--- config.mk ---
export PLATFORM = sky130hd
export DESIGN_NAME = dualrail_zero_counter
export DESIGN_NICKNAME = d
export VERILOG_FILES = /design/src/rtl/dualrail_pkg.sv /design/src/rtl/dualrail_lane_decode.sv /design/src/rtl/dualrail_zero_counter.sv
export SDC_FILE = /design/constraint.sdc
export NUM_CORES = 1
export LEC_CHECK = 0
export ABC_AREA = 1
export CORE_MARGIN = 2
export CORE_UTILIZATION = 25
export CTS_CLUSTER_DIAMETER = 30
export CTS_CLUSTER_SIZE = 20
export DETAILED_ROUTE_END_ITERATION = 12
export SLEW_MARGIN = 20
export SYNTH_ARGS = -nofsm -noshare
export SYNTH_HDL_FRONTEND = slang
export SYNTH_SLANG_ARGS = --single-unit
--- constraint.sdc ---
create_clock -name clk -period 3.1 [get_ports clk]
set_input_delay 0.31 -clock clk [delete_from_list [all_inputs] [get_ports clk]]
set_output_delay 0.31 -clock clk [all_outputs]
set_load 0.005 [all_outputs]
--- src/rtl/dualrail_pkg.sv ---
`default_nettype none
// ============================================================================
//  Module      : dualrail_pkg
//  Description : Shared types and constants for the dual-rail zero counter.
//                FSM state encoding, counting-mode selectors, lane status
//                encoding and a lane classification helper.
//  Revision    : 1.0  initial release
// ============================================================================
package dualrail_pkg;

    // Counting-mode selectors for the MODE parameter
    localparam int MODE_ZEROES = 0;  // count false-rail (zero) bits
    localparam int MODE_ONES   = 1;  // count true-rail (one) bits

    // Handshake controller states
    typedef enum logic [1:0] {
        ST_IDLE  = 2'd0,
        ST_EMIT  = 2'd1,
        ST_RTZ   = 2'd2,
        ST_ERROR = 2'd3
    } state_e;

    // Status of a single dual-rail lane
    typedef enum logic [1:0] {
        EMPTY    = 2'd0,  // both rails low
        COMPLETE = 2'd1,  // exactly one rail high
        ILLEGAL  = 2'd2   // both rails high
    } lane_status_e;

    function automatic lane_status_e lane_status(input logic b1, input logic b0);
        lane_status_e s;
        if (b1 && b0) begin
            s = ILLEGAL;
        end else if (b1 || b0) begin
            s = COMPLETE;
        end else begin
            s = EMPTY;
        end
        return s;
    endfunction

endpackage
`default_nettype wire

--- src/rtl/dualrail_lane_decode.sv ---
`default_nettype none
// ============================================================================
//  Module      : dualrail_lane_decode
//  Description : Combinational classifier for a multi-lane dual-rail token.
//                Reports whether every lane holds a valid value, whether any
//                lane is illegal, and the number of lanes whose selected rail
//                (false rail for MODE_ZEROES, true rail for MODE_ONES) is high.
//  Ports       : bit1, bit0    - true / false rails, one bit per lane
//                all_complete  - every lane has exactly one rail high
//                any_illegal   - at least one lane has both rails high
//                k             - popcount of the selected rail
//  Revision    : 1.0  initial release
// ============================================================================
module dualrail_lane_decode
    import dualrail_pkg::*;
#(
    parameter int LANES = 1,
    parameter int MODE  = 0,
    localparam int KW   = $clog2(LANES + 1)
) (
    input  logic [LANES-1:0] bit1,
    input  logic [LANES-1:0] bit0,
    output logic             all_complete,
    output logic             any_illegal,
    output logic [KW-1:0]    k
);

    logic [LANES-1:0] w_complete;
    logic [LANES-1:0] w_illegal;
    logic [LANES-1:0] w_sel;

    generate
        for (genvar i = 0; i < LANES; i++) begin : g_lane
            lane_status_e w_st;
            assign w_st          = lane_status(bit1[i], bit0[i]);
            assign w_complete[i] = (w_st == COMPLETE);
            assign w_illegal[i]  = (w_st == ILLEGAL);
        end
    endgenerate

    assign w_sel        = (MODE == MODE_ZEROES) ? bit0 : bit1;
    assign all_complete = &w_complete;
    assign any_illegal  = |w_illegal;

    always_comb begin
        k = '0;
        for (int i = 0; i < LANES; i++) begin
            k = k + KW'(w_sel[i]);
        end
    end

endmodule
`default_nettype wire

--- src/rtl/dualrail_zero_counter.sv ---
`default_nettype none
// ============================================================================
//  Module      : dualrail_zero_counter
//  Description : Four-phase dual-rail token consumer that accumulates the
//                number of zero (or one) bits of each accepted token, wraps
//                the total at the configured modulus and emits a dual-rail
//                "count is zero" result per token.
//  Ports       : clk, rst          - clock, synchronous active-high reset
//                bit1, bit0        - input token rails (LANES wide)
//                in_ack            - acknowledge to the token producer
//                parity1, parity0  - result rails (updated count ==0 / !=0)
//                out_ack           - acknowledge from the result consumer
//                count             - accumulated count modulo the modulus
//                err               - sticky protocol error (illegal lane)
//  Revision    : 1.0  initial release
// ============================================================================
module dualrail_zero_counter
    import dualrail_pkg::*;
#(
    parameter int LANES = 1,
    parameter int MOD   = 2,
    parameter int MODE  = 0,
    localparam int CW   = ($clog2(MOD) < 1) ? 1 : $clog2(MOD)
) (
    input  logic             clk,
    input  logic             rst,
    input  logic [LANES-1:0] bit1,
    input  logic [LANES-1:0] bit0,
    output logic             in_ack,
    output logic             parity1,
    output logic             parity0,
    input  logic             out_ack,
    output logic [CW-1:0]    count,
    output logic             err
);

    localparam int KW = $clog2(LANES + 1);
    // Sum width holds (MOD-1) + LANES without overflow
    localparam int SW = CW + KW;

    state_e          r_state;
    logic [CW-1:0]   r_count;
    logic            r_in_ack;
    logic            r_parity1;
    logic            r_parity0;
    logic            r_err;

    logic            w_all_complete;
    logic            w_any_illegal;
    logic            w_any_active;
    logic [KW-1:0]   w_k;
    logic [SW-1:0]   w_sum;
    logic [SW-1:0]   w_mod;
    logic [CW-1:0]   w_next;

    dualrail_lane_decode #(
        .LANES (LANES),
        .MODE  (MODE)
    ) u_decode (
        .bit1         (bit1),
        .bit0         (bit0),
        .all_complete (w_all_complete),
        .any_illegal  (w_any_illegal),
        .k            (w_k)
    );

    // Return-to-zero of the input token requires every rail low
    assign w_any_active = |(bit1 | bit0);

    // k may exceed MOD, so a true modulo is needed rather than a single
    // conditional subtract
    assign w_sum  = SW'(r_count) + SW'(w_k);
    assign w_mod  = w_sum % SW'(MOD);
    assign w_next = w_mod[CW-1:0];

    always_ff @(posedge clk) begin
        if (rst) begin
            r_state   <= ST_IDLE;
            r_count   <= '0;
            r_in_ack  <= 1'b0;
            r_parity1 <= 1'b0;
            r_parity0 <= 1'b0;
            r_err     <= 1'b0;
        end else begin
            case (r_state)
                ST_IDLE: begin
                    // Illegal lane wins over a complete token
                    if (w_any_illegal) begin
                        r_state <= ST_ERROR;
                        r_err   <= 1'b1;
                    end else if (w_all_complete && !out_ack) begin
                        r_state   <= ST_EMIT;
                        r_count   <= w_next;
                        r_in_ack  <= 1'b1;
                        r_parity1 <= (w_next == '0);
                        r_parity0 <= (w_next != '0);
                    end
                end
                ST_EMIT: begin
                    if (out_ack) begin
                        r_state   <= ST_RTZ;
                        r_parity1 <= 1'b0;
                        r_parity0 <= 1'b0;
                    end
                end
                ST_RTZ: begin
                    if (!w_any_active && !out_ack) begin
                        r_state  <= ST_IDLE;
                        r_in_ack <= 1'b0;
                    end
                end
                ST_ERROR: begin
                    // Sticky until reset
                    r_err     <= 1'b1;
                    r_in_ack  <= 1'b0;
                    r_parity1 <= 1'b0;
                    r_parity0 <= 1'b0;
                end
                default: begin
                    r_state <= ST_ERROR;
                end
            endcase
        end
    end

    assign in_ack  = r_in_ack;
    assign parity1 = r_parity1;
    assign parity0 = r_parity0;
    assign count   = r_count;
    assign err     = r_err;

endmodule
`default_nettype wire

Word level (Yosys, flattened, before mapping). Cells that the tools add are included.

Add/sub/neg operators: 1. Equality and inequality tests: 11. Mux-type cells: 20. Bitwise gates (word level): 3. Reductions and logical operators: 16.

Operators with widths (count): AND reduction 4 bit (3); 2-to-1 mux 1 bit (10); 2-to-1 mux 2 bit (5); one-hot mux 1 bit (3 select lines) (3); nonzero test 3 bit (3); inequality test 2 bit (second input constant) (4); equality test 2 bit (second input constant) (3); one-hot mux 2 bit (3 select lines) (1); equality test 2 x 1 -> 1 bit (second input constant) (2); logical AND 1 bit (3); inequality test 3 x 2 -> 1 bit (second input constant) (1); AND reduction 3 bit (1); logical NOT 1 bit (2); logical NOT 2 bit (1); inequality test 2 x 1 -> 1 bit (second input constant) (1); inverter 1 bit (2); one-hot mux 1 bit (2 select lines) (1); AND reduction 2 bit (1); nonzero test 2 bit (1); adder 1 bit (1); logical OR 1 bit (1); bitwise OR 1 bit (1).

Register bits: 7. Word-level logic and storage cells: 57.

Longest topological paths before layout. Gate-level depths: netlist (run 1).

Word-level depth: 8. Gate-level depth with buffers: 9.

Cells and area by module. Synthesis (run 1) repeated with hierarchy kept, for this count alone.

Cell total of the unflattened synthesis: 88. Area, all modules: 539.3 um^2.

Modules (own cells, without submodules): dualrail_zero_counter (instances 1, cells an instance 86, area an instance 519.2 um^2, sequential area each 140.1 um^2); dualrail_lane_decode (instances 1, cells an instance 2, area an instance 20.0 um^2, sequential area each 0.0 um^2).

Least setup slack after synthesis (run 1). Ideal clock, no wire load.

Path kind: reg-to-reg. Start point: register r_state[0]. End point: register r_parity0 (netlist: parity0). Library setup time: 113 ps. Arrival time: 1087 ps. Required time: 2987 ps. Slack: 1900 ps. Cell stages (with the launch flop): 9. Period minus slack after synthesis: 1200 ps. Path through: dfxtp_1 > inv_1 > ha_1 > nand2_1 > inv_2 > nor2_2 > nand3_2 > nor2_1 > nor2_1.

Word-level cells in the longest chain between the ends: 3. Elaborated cells on any way between the ends: 9. Those cells by class: 5 x eq/ne; 1 x mux; 3 x reduce/logical.

RTL lines: start: declaration (line dualrail_zero_counter.sv:41) `state_e r_state;`; start signal: assignment (line dualrail_zero_counter.sv:78) `r_state <= ST_IDLE;`; start signal: assignment (line dualrail_zero_counter.sv:89) `r_state <= ST_ERROR;`; start signal: assignment (line dualrail_zero_counter.sv:92) `r_state <= ST_EMIT;`; equality test 2 x 1 -> 1 bit (tied with other cells) (line dualrail_zero_counter.sv:85) `case (r_state)`; inequality test 2 bit (no source line) or nonzero test 3 bit (tied branches); AND reduction 4 bit (no source line); end signal: assignment (line dualrail_zero_counter.sv:96) `r_parity0 <= (w_next != '0);`; end: declaration (line dualrail_zero_counter.sv:45) `logic r_parity0;`.

Several ways; a longest one is shown, not always the timed one. A chain may end at the register's enable or synchronous reset.

Final worst setup path (run 1).
Start point: input bit0. End point: register r_in_ack (netlist: in_ack).

Word-level cells in the longest chain between the ends: 7. Elaborated cells on any way between the ends: 14. Those cells by class: 5 x eq/ne; 2 x mux; 1 x bitwise; 6 x reduce/logical.

RTL lines: start: declaration (line dualrail_zero_counter.sv:28) `input logic [LANES-1:0] bit0,`; logical OR 1 bit (line dualrail_pkg.sv:34) `end else if (b1 || b0) begin`; 2-to-1 mux 1 bit (line dualrail_pkg.sv:34); 2-to-1 mux 2 bit (line dualrail_pkg.sv:32) `if (b1 && b0) begin`; equality test 2 x 1 -> 1 bit (line dualrail_lane_decode.sv:36) `assign w_complete[i] = (w_st == COMPLETE);`; logical AND 1 bit (line dualrail_zero_counter.sv:91) `end else if (w_all_complete && !out_ack) begin`; inequality test 2 bit (no source line); AND reduction 4 bit (no source line) (*); end signal: assignment (line dualrail_zero_counter.sv:94) `r_in_ack <= 1'b1;`; end signal: assignment (line dualrail_zero_counter.sv:109) `r_in_ack <= 1'b0;`; end signal: assignment (line dualrail_zero_counter.sv:115) `r_in_ack <= 1'b0;`; end: declaration (line dualrail_zero_counter.sv:43) `logic r_in_ack;`.

Mark *: on every way between the ends. The rest lies on a longest branch, timed or not.

==> metrics.md, run 1 <==
| Metric | Value |
|---|---|
| Status | `finished clean` |
| Worst Skew | `3.57 ps` |
| Post_cts resized | `0` |
| Fin. max-slew vios | `0` |
| WP buf/inv | `3` |
| Flop pwr share | `0.262` |
| PortBufs | `9` |
| Worst-margin pin slew | `217 ps` |
| Die area | `2420 sq um` |
| Yosys Warn Count | `0` |
| RSZ-0062 raised after global routing | `no` |
| Distinct cells, synth | `15` |
| Share of cells above drive strength 1 | `0.121` |
| Worst-skew pair later-pin latency | `250 ps` |
| Hold endpoint | `count` |
| Clk root buf | `clkbuf_4` |
| Mapped cell area | `510 sq um` |
| Ant diodes | `0` |
| Top delay family on crit path | `buffers and inverters` |
| CTS tree | `done` |
| Worst Hold Class | `register to register` |
| Reg area | `140 sq um` |
| Share of the synthesized area in the top cell type | `0.275` |
| Most used DFF post-synth | `dfxtp_1` |
| Synthesis-to-finish area growth | `29.4%` |
| Sequential-to-total area share from yosys stat | `0.275` |
| Drt total wl | `943 microns` |
| Final critical-path share of the clock period | `0.479` |
| CP Depth | `9` |
| RR Startpoint | `r_state[0]` |
| NetSw | `0.000250 W` |
| Ys async rst share | `0` |
| Worst IR Drop VDD | `431 uV` |
| Fill cells | `229` |
| Overall global routing resource usage | `0.0882` |
| Post-synth top area cell | `dfxtp_1` |
| Clock sinks | `7` |
| Register-to-Register Path Depth | `8` |
| TritonCTS buffer count | `3` |
| DRT Pass-1 Iters | `2` |
| Mapped Cells | `78` |
| Grt ovf | `0` |
| CP max stage cell | `clkdlybuf4s50_1` |
| Critical Path Fanout Max | `3` |
| Start point of the worst hold path | `count` |
| GP Congestion | `0.720` |
| Comb pwr share | `0.598` |
| R2R Path End | `r_state[1]` |
| Synth Net Count | `90` |
| Initial DRC Count | `1` |
| First-pass GRT wire length | `1.59 mm` |
| Initial antenna violation count | `0` |
| Final setup viols | `0` |
| Vias in the first global route | `394` |
| Clock H-tree levels | `1` |
| Hold Fails Final Rpt | `0` |
| Routed Antenna Nets | `0` |
| Post-synth EDFFs | `0` |
| Sw Ratio | `0.437` |
| Fin nets | `104` |
| Multi-input gate area | `310 sq um` |
| Maximum clock frequency | `673 MHz` |
| Critical Path, Cell by Cell | `clkdlybuf4s50_1 -> inv_1 -> ha_1 -> nand2_2 -> nand2_1 -> nand2_1 -> inv_1 -> a21oi_1 -> nor2_1` |
| # hold bufs at CTS | `0` |
| #FFs+latches synth | `7` |
| Clock transition at the registers of the reported paths | `50 ps` |
| Largest net degree at the start of global routing | `7` |
| WL per Instance | `7.99 microns` |
| Num ports | `10` |
| Vias per std cell | `3.96` |
| Post-synth top cells | `nand2_1, nor2_1, inv_1` |
| Crit start category | `input pin` |
| Power Dens Cells | `864 nW/um^2` |
| Top post-synthesis cells by area | `dfxtp_1, ha_1, nand2_1, nor2_1, inv_1` |
| Die H | `49.2 microns` |
| Row Count | `16` |
| Hold_ws | `477 ps` |
| Setup CP Type | `input pin to register` |
| Avg Inst Size Synth | `6.54 sq um` |
| Post-detail-place hpwl | `795 microns` |
| CP Data Required Time | `3240 ps` |
| Max Buffers Root-to-Sink | `2` |
| Worst Hold Path Cells | `2` |
| Most numerous cell in the Yosys netlist | `nand2_1` |
| Max cap viols | `0` |
| Routed vias | `467` |
| Slowest stage delay, CP | `520 ps` |
| Internal power | `0.000321 W` |
| Slew HR | `0.854` |
| # Post-CTS Setup Buffers | `0` |
| Critical path capture point type | `register` |
| Starting Density | `0.263` |
| Core Region | `1940 sq um` |
| DRC Markers | `0` |
| Clk pwr share | `0.141` |
| Worst Path Arrival | `1630 ps` |
| Final Critical Period | `1490 ps` |
| Pleak | `0.351 nW` |
| R2R Setup Slk | `1770 ps` |
| Setup TNS | `0 ps` |
| Die X | `49.2 microns` |
[layout make-up]
cell class	count	share of cell area
timing repair buffer	9	0.136
multi-input combinational	55	0.470
inverter	16	0.0909
tap	27	0.0511
clock buffer	4	0.0398
sequential	7	0.212
[routing by layer]
| layer | vias up | GRT usage | share of wire |
|---|---|---|---|
| li1 | 259 | - | - |
| met1 | 203 | 0.0960 | 0.48 |
| met2 | 5 | 0.140 | 0.47 |
| met3 | 0 | 0.0552 | 0.041 |
| met4 | 0 | 0.0286 | 0 |
| met5 | - | 0 | 0 |
[worst register-to-register path: cells and delay by family (launching register included)]
kind / cells / cell delay, ps
simple gates: 5 / 390
buf+inv: 2 / 230
flops: 1 / 380
fa+ha+maj: 1 / 230
[state kept, by name, indices dropped and copies added, names as in the netlist]
| signal | flops |
|---|---|
| parity0 | 1 |
| r_state | 2 |
| parity1 | 1 |
| count | 1 |
| err | 1 |
| in_ack | 1 |
[power groups by stage]
| stage | logic, W | clock network, W | registers (W) |
|---|---|---|---|
| 2_1_floorplan | 0.000248 | 0 | 0.000151 |
| 3_3_place_gp | 0.000336 | 0 | 0.000151 |
| 3_5_place_dp | 0.000343 | 0 | 0.000153 |
| 4_1_cts | 0.000344 | 0.0000867 | 0.000151 |
| 5_1_grt | 0.000391 | 0.0000954 | 0.000157 |
| 6_report | 0.000341 | 0.0000803 | 0.000149 |
[worst max path at each step]
stage,to,slack [ps],start
floorplan,parity0,1900,r_state[0]
global placement,in_ack,1370,bit0
detailed placement,in_ack,1330,bit0
CTS,in_ack,1610,bit0
global route,parity1,1510,bit0
finish,in_ack,1610,bit0
[cells by family (layout without fill, tap and decap cells)]
family	Yosys count	in the layout	synth area share
compound gates	6	6	0.0637
xor+xnor	1	1	0.0172
fa+ha+maj	7	7	0.172
buf+inv	16	29	0.118
flops	7	7	0.275
simple gates	41	41	0.355
[cells in the final DEF, fill, tap and decap left out, drive strengths merged, types with 2 or more instances in the layout]
master         instances
inv                   16
nand2                 19
o21ai                  2
a21oi                  3
clkdlybuf4s50          9
dfxtp                  7
nand3                  4
ha                     7
nor2                  17
clkbuf                 4
[stage by stage]
stage	std cells	power, W	util	setup WS, ps	instance area, sq um
after global placement	114	0.000487	0.327	1370	634
after detailed placement	114	0.000495	0.327	1330	634
final	118	0.000571	0.340	1610	661
after CTS	118	0.000582	0.340	1610	661
after floorplan	78	0.000399	-	1900	510
after global routing	118	0.000643	0.340	1510	661
No activity file was read; power rests on OpenSTA's default activity.
==> run 2, diff against run 1 <==
==> constraint.sdc (replaced) <==
create_clock -name clk -period 1.5 [get_ports clk]
set_input_delay 0.15 -clock clk [delete_from_list [all_inputs] [get_ports clk]]
set_output_delay 0.15 -clock clk [all_outputs]
set_load 0.005 [all_outputs]
==> run 2 against run 1 <==
Compared with the run above: global-route usage fell by 0.20 points; clock power increased by 120%; core utilization rose by 0.39 points; clock-buffer cell count did not move; sequential cell count unchanged; worst hold slack worse by 36 ps; power is 110% higher; first-iteration DRC count grew to 6.0 times the previous value; clock skew grew 2.5 ps; critical path depth down 1; critical path type is now register to register.
==> metrics.md, run 2 (synthesized netlist as in run 1, its figures left out) <==
| Metric | Value |
|---|---|
| Sw Ratio | `0.437` |
| Grt ovf | `0` |
| WL per Instance | `7.62 microns` |
| Worst Path Arrival | `1480 ps` |
| PortBufs | `9` |
| WP buf/inv | `2` |
| Fin nets | `105` |
| Starting Density | `0.263` |
| Max cap viols | `0` |
| Crit start category | `register` |
| Vias in the first global route | `395` |
| Die area | `2420 sq um` |
| Fin. max-slew vios | `0` |
| Num ports | `10` |
| Setup TNS | `0 ps` |
| CTS tree | `done` |
| TritonCTS buffer count | `3` |
| Drt total wl | `907 microns` |
| Initial DRC Count | `6` |
| Largest register by flop count | `r_state` |
| CP max stage cell | `dfxtp_1` |
| Flop pwr share | `0.260` |
| Number of flip-flops in the largest register | `2` |
| Reg area | `140 sq um` |
| Initial antenna violation count | `0` |
| Internal power | `0.000665 W` |
| Critical Path Fanout Max | `4` |
| Routed vias | `478` |
| # hold bufs at CTS | `0` |
| Row Count | `16` |
| Critical Path, Cell by Cell | `inv_1 -> ha_1 -> inv_1 -> nor2_2 -> nand2_2 -> nand3_2 -> nor2_1 -> nor2_1` |
| Share of cells above drive strength 1 | `0.130` |
| Final setup viols | `0` |
| Most frequent cells in the layout | `nand2_1, nor2_1, inv_1, clkdlybuf4s50_1` |
| Slowest stage delay, CP | `370 ps` |
| Routing usage on met1 | `0.0883` |
| # Post-CTS Setup Buffers | `0` |
| Multi-input gate area | `310 sq um` |
| Final Critical Period | `1330 ps` |
| Die X | `49.2 microns` |
| Worst Skew | `6.03 ps` |
| RSZ-0062 raised after global routing | `no` |
| Worst Hold Class | `input pin to register` |
| GRT met3 Usage | `0.0552` |
| Die H | `49.2 microns` |
| Largest net degree at the start of global routing | `7` |
| Setup CP Type | `register to register` |
| Clock sinks | `7` |
| Util after Layout | `0.344` |
| Worst IR Drop VDD | `838 uV` |
| Post_cts resized | `0` |
| DRC Markers | `0` |
| Critical path capture point type | `register` |
| Worst-margin pin slew | `206 ps` |
| Overall global routing resource usage | `0.0862` |
| Synthesis-to-finish area growth | `30.9%` |
| Vias per std cell | `4.02` |
| Slew HR | `0.862` |
| Max Buffers Root-to-Sink | `2` |
| Clk pwr share | `0.147` |
| Core Region | `1940 sq um` |
| GP Congestion | `0.801` |
| Top delay family on crit path | `simple AND/OR/NAND/NOR gates` |
| Fill cells | `223` |
| Ant diodes | `0` |
| Worst-skew pair later-pin latency | `260 ps` |
| Status | `finished clean` |
| Pleak | `0.356 nW` |
| Comb pwr share | `0.594` |
| Most common cell after layout, fill and taps aside | `nand2_1` |
| Post-detail-place hpwl | `773 microns` |
| DRT Pass-1 Iters | `4` |
| Clock H-tree levels | `1` |
| Clk root buf | `clkbuf_4` |
| Routed Antenna Nets | `0` |
| Hold Fails Final Rpt | `0` |
| First-pass GRT wire length | `1.52 mm` |
| Busiest grt layer | `met2` |
| NetSw | `0.000516 W` |
| CP Data Required Time | `1650 ps` |
| Maximum clock frequency | `751 MHz` |
| Clock transition at the registers of the reported paths | `50 ps` |
| Final critical-path share of the clock period | `0.888` |
| GR met2 Demand/Resource | `0.142` |
| Power Dens Cells | `1770 nW/um^2` |
## run 2: final cells by class
| type | count | area share |
|---|---|---|
| timing repair buffer | 10 | 0.146 |
| multi-input combinational | 55 | 0.464 |
| clock buffer | 4 | 0.0393 |
| inverter | 16 | 0.0899 |
| sequential | 7 | 0.210 |
| tap | 27 | 0.0506 |
## run 2: worst paths after layout
path                            slack, ps  cells after the start          to       start
worst min-delay path                  440                      2         err         rst
worst max register to register        170                      8  r_state[1]  r_state[0]
worst max-delay path                  170                      8  r_state[1]  r_state[0]
worst min register to register        470                      2       count       count
## run 2: worst reg2reg max path: cells and delay by family (launching register included)
kind | cells | cell delay [ps]
buffers and inverters | 2 | 240
AND/OR/NAND/NOR | 5 | 390
adder cells (fa/ha/maj) | 1 | 230
flip-flops | 1 | 370
## run 2: per-layer routing
layer	vias up	part of all wire
met5	-	0
met4	0	0.0088
met3	2	0.061
met2	10	0.47
met1	204	0.46
li1	262	-
## run 2: stage by stage
stage	power, W	area, sq um	hold WS [ps]	std cells	worst slack, ps
global route	0.00132	668	462	119	29.3
finish	0.00118	668	441	119	168
global placement	0.00101	642	458	115	-29.9
detailed placement	0.00102	642	465	115	-84.8
floorplan	0.000824	510	222	78	300
CTS	0.00120	668	437	119	150
## run 2: power by group through the flow
stage | combinational (W) | sequential, W | clock (W)
finish | 0.000702 | 0.000307 | 0.000173
global route | 0.000802 | 0.000319 | 0.000199
CTS | 0.000710 | 0.000309 | 0.000180
detailed placement | 0.000707 | 0.000313 | 0
global placement | 0.000699 | 0.000311 | 0
floorplan | 0.000512 | 0.000312 | 0
==> run 3, diff against run 2 <==
--- a/config.mk
+++ b/config.mk
@@ -11,6 +11,8 @@
 export CTS_CLUSTER_DIAMETER = 30
 export CTS_CLUSTER_SIZE = 20
 export DETAILED_ROUTE_END_ITERATION = 12
+export GPL_ROUTABILITY_DRIVEN = 0
+export SETUP_SLACK_MARGIN = 0.3
 export SLEW_MARGIN = 20
 export SYNTH_ARGS = -nofsm -noshare
 export SYNTH_HDL_FRONTEND = slang
==> run 3 against run 2 <==
Compared with the run above: largest cell class unchanged; die area is the same; sequential power up 8.5%; core utilization up 7.8 points; critical endpoint is now in_ack; sequential share of layout area decreased by 3.1 points; clock skew is essentially flat.
==> metrics.md, run 3 (synthesized netlist as in run 1, its figures left out) <==
| Metric | Value |
|---|---|
| Worst-margin pin slew | `205 ps` |
| Drt total wl | `1.18 mm` |
| Max Buffers Root-to-Sink | `2` |
| Sw Ratio | `0.445` |
| Most common cell after layout, fill and taps aside | `nand2_1` |
| DRT Pass-1 Iters | `4` |
| Slew HR | `0.862` |
| Fin nets | `110` |
| Initial antenna violation count | `0` |
| Overall global routing resource usage | `0.107` |
| WL per Instance | `9.50 microns` |
| Synthesis-to-finish area growth | `60.5%` |
| Setup CP Type | `register to register` |
| Share of cells above drive strength 1 | `0.381` |
| Final critical-path share of the clock period | `0.799` |
| DRC Markers | `0` |
| CTS tree | `done` |
| Worst IR Drop VDD | `879 uV` |
| NetSw | `0.000695 W` |
| Worst Path Arrival | `1350 ps` |
| Pleak | `0.411 nW` |
| Final Critical Period | `1200 ps` |
| Core Region | `1940 sq um` |
| Routed vias | `503` |
| CP Data Required Time | `1650 ps` |
| Clock sinks | `7` |
| Starting Density | `0.263` |
| Pre-CTS WS | `-84.8 ps` |
| TritonCTS buffer count | `3` |
| Grt ovf | `0` |
| Flop pwr share | `0.213` |
| PortBufs | `9` |
| RSZ-0062 raised after global routing | `yes` |
| Clock transition at the registers of the reported paths | `50 ps` |
| Ant diodes | `0` |
| Die X | `49.2 microns` |
| Power Dens Cells | `1900 nW/um^2` |
| Clk pwr share | `0.109` |
| Die H | `49.2 microns` |
| Non-Filler Instances | `124` |
| Worst-skew pair later-pin latency | `250 ps` |
| Num ports | `10` |
| Final worst setup slack | `301 ps` |
| Hold_ws | `446 ps` |
| Cell Area, Placed | `642 sq um` |
| Die area | `2420 sq um` |
| Vias per std cell | `4.06` |
| Routed Antenna Nets | `0` |
| Critical Path Fanout Max | `4` |
| Clk root buf | `clkbuf_4` |
| Placed Cells | `115` |
| Worst Hold Class | `input pin to register` |
| Post-detail-place hpwl | `773 microns` |
| Clock H-tree levels | `1` |
| Worst Skew | `6.49 ps` |
| Max cap viols | `0` |
| Hold Fails Final Rpt | `0` |
| Largest register by flop count | `r_state` |
| Final cell area excluding filler cells | `820 sq um` |
| Crit start category | `register` |
| Maximum clock frequency | `834 MHz` |
| Row Count | `16` |
| Most frequent cells in the layout | `nand2_1, nor2_1, inv_1, dlygate4sd2_1, buf_4` |
| Number of flip-flops in the largest register | `2` |
| Fin. max-slew vios | `0` |
| Comb pwr share | `0.677` |
| Internal power | `0.000865 W` |
| Status | `finished clean` |
| First-pass GRT wire length | `1.89 mm` |
| Initial DRC Count | `5` |
| Critical path capture point type | `register` |
| Vias in the first global route | `452` |
| Largest net degree at the start of global routing | `7` |
| Final setup viols | `0` |
[run 3: cell count changes in the layout (fill, tap and decap cells not counted), moves of 5 or more]
cell / previous run / this run
clkdlybuf4s50_1: 9 / 2
dlygate4sd2_1: 0 / 7
inv_1: 14 / 9
ha_1: 7 / 2
nor2_1: 15 / 10
[run 3: critical path, stage by stage (launching register included)]
cell and delay, ps:
dfxtp_4 360, buf_4 140, ha_4 170, nor2_4 110, nand2_1 50, nand2_1 60, inv_1 40, a21oi_1 110
nor2_1 50
[run 3: cell type report]
class	count	area, sq um
Multi-Input combinational cell	55	415
Tap cell	27	33.8
Inverter	16	67.6
Fill cell	209	1120
Clock buffer	4	26.3
Timing Repair Buffer	15	130
Sequential cell	7	146
[run 3: power by group through the flow]
| stage | Sequential [W] | Combinational (W) | Clock (W) |
|---|---|---|---|
| CTS | 0.000323 | 0.000805 | 0.000180 |
| floorplan | 0.000312 | 0.000512 | 0 |
| detailed placement | 0.000313 | 0.000707 | 0 |
| global route | 0.000345 | 0.00117 | 0.000199 |
| global placement | 0.000311 | 0.000699 | 0 |
| finish | 0.000333 | 0.00106 | 0.000170 |
[run 3: final timing paths]
kind,start,to,slack [ps],depth (start not counted)
max,r_state[0],in_ack,300,8
min,rst,err,450,2
max reg2reg,r_state[0],in_ack,300,8
min reg2reg,count,count,450,2
[run 3: per-stage QoR]
| step | power, W | util | TNS [ps] |
|---|---|---|---|
| after floorplan | 0.000824 | - | 0 |
| after global placement | 0.00101 | 0.331 | -68.0 |
| final | 0.00156 | 0.422 | 0 |
| after CTS | 0.00131 | 0.376 | 0 |
| after detailed placement | 0.00102 | 0.331 | -305 |
| after global routing | 0.00172 | 0.422 | 0 |
[run 3: routing by layer]
layer / share of wire / wire, microns / track usage
met5: 0 / 0 / 0
met4: 0.0059 / 7 / 0.0286
met3: 0.048 / 57 / 0.0552
met2: 0.56 / 665 / 0.194
met1: 0.38 / 448 / 0.105
[run 3: what timing repair did]
action	in CTS	in global routing
hold buffers	0	0
pin swaps	7	8
gates resized for setup	26	16
endpoints found under the setup margin	11	6
buffers inserted	2	3
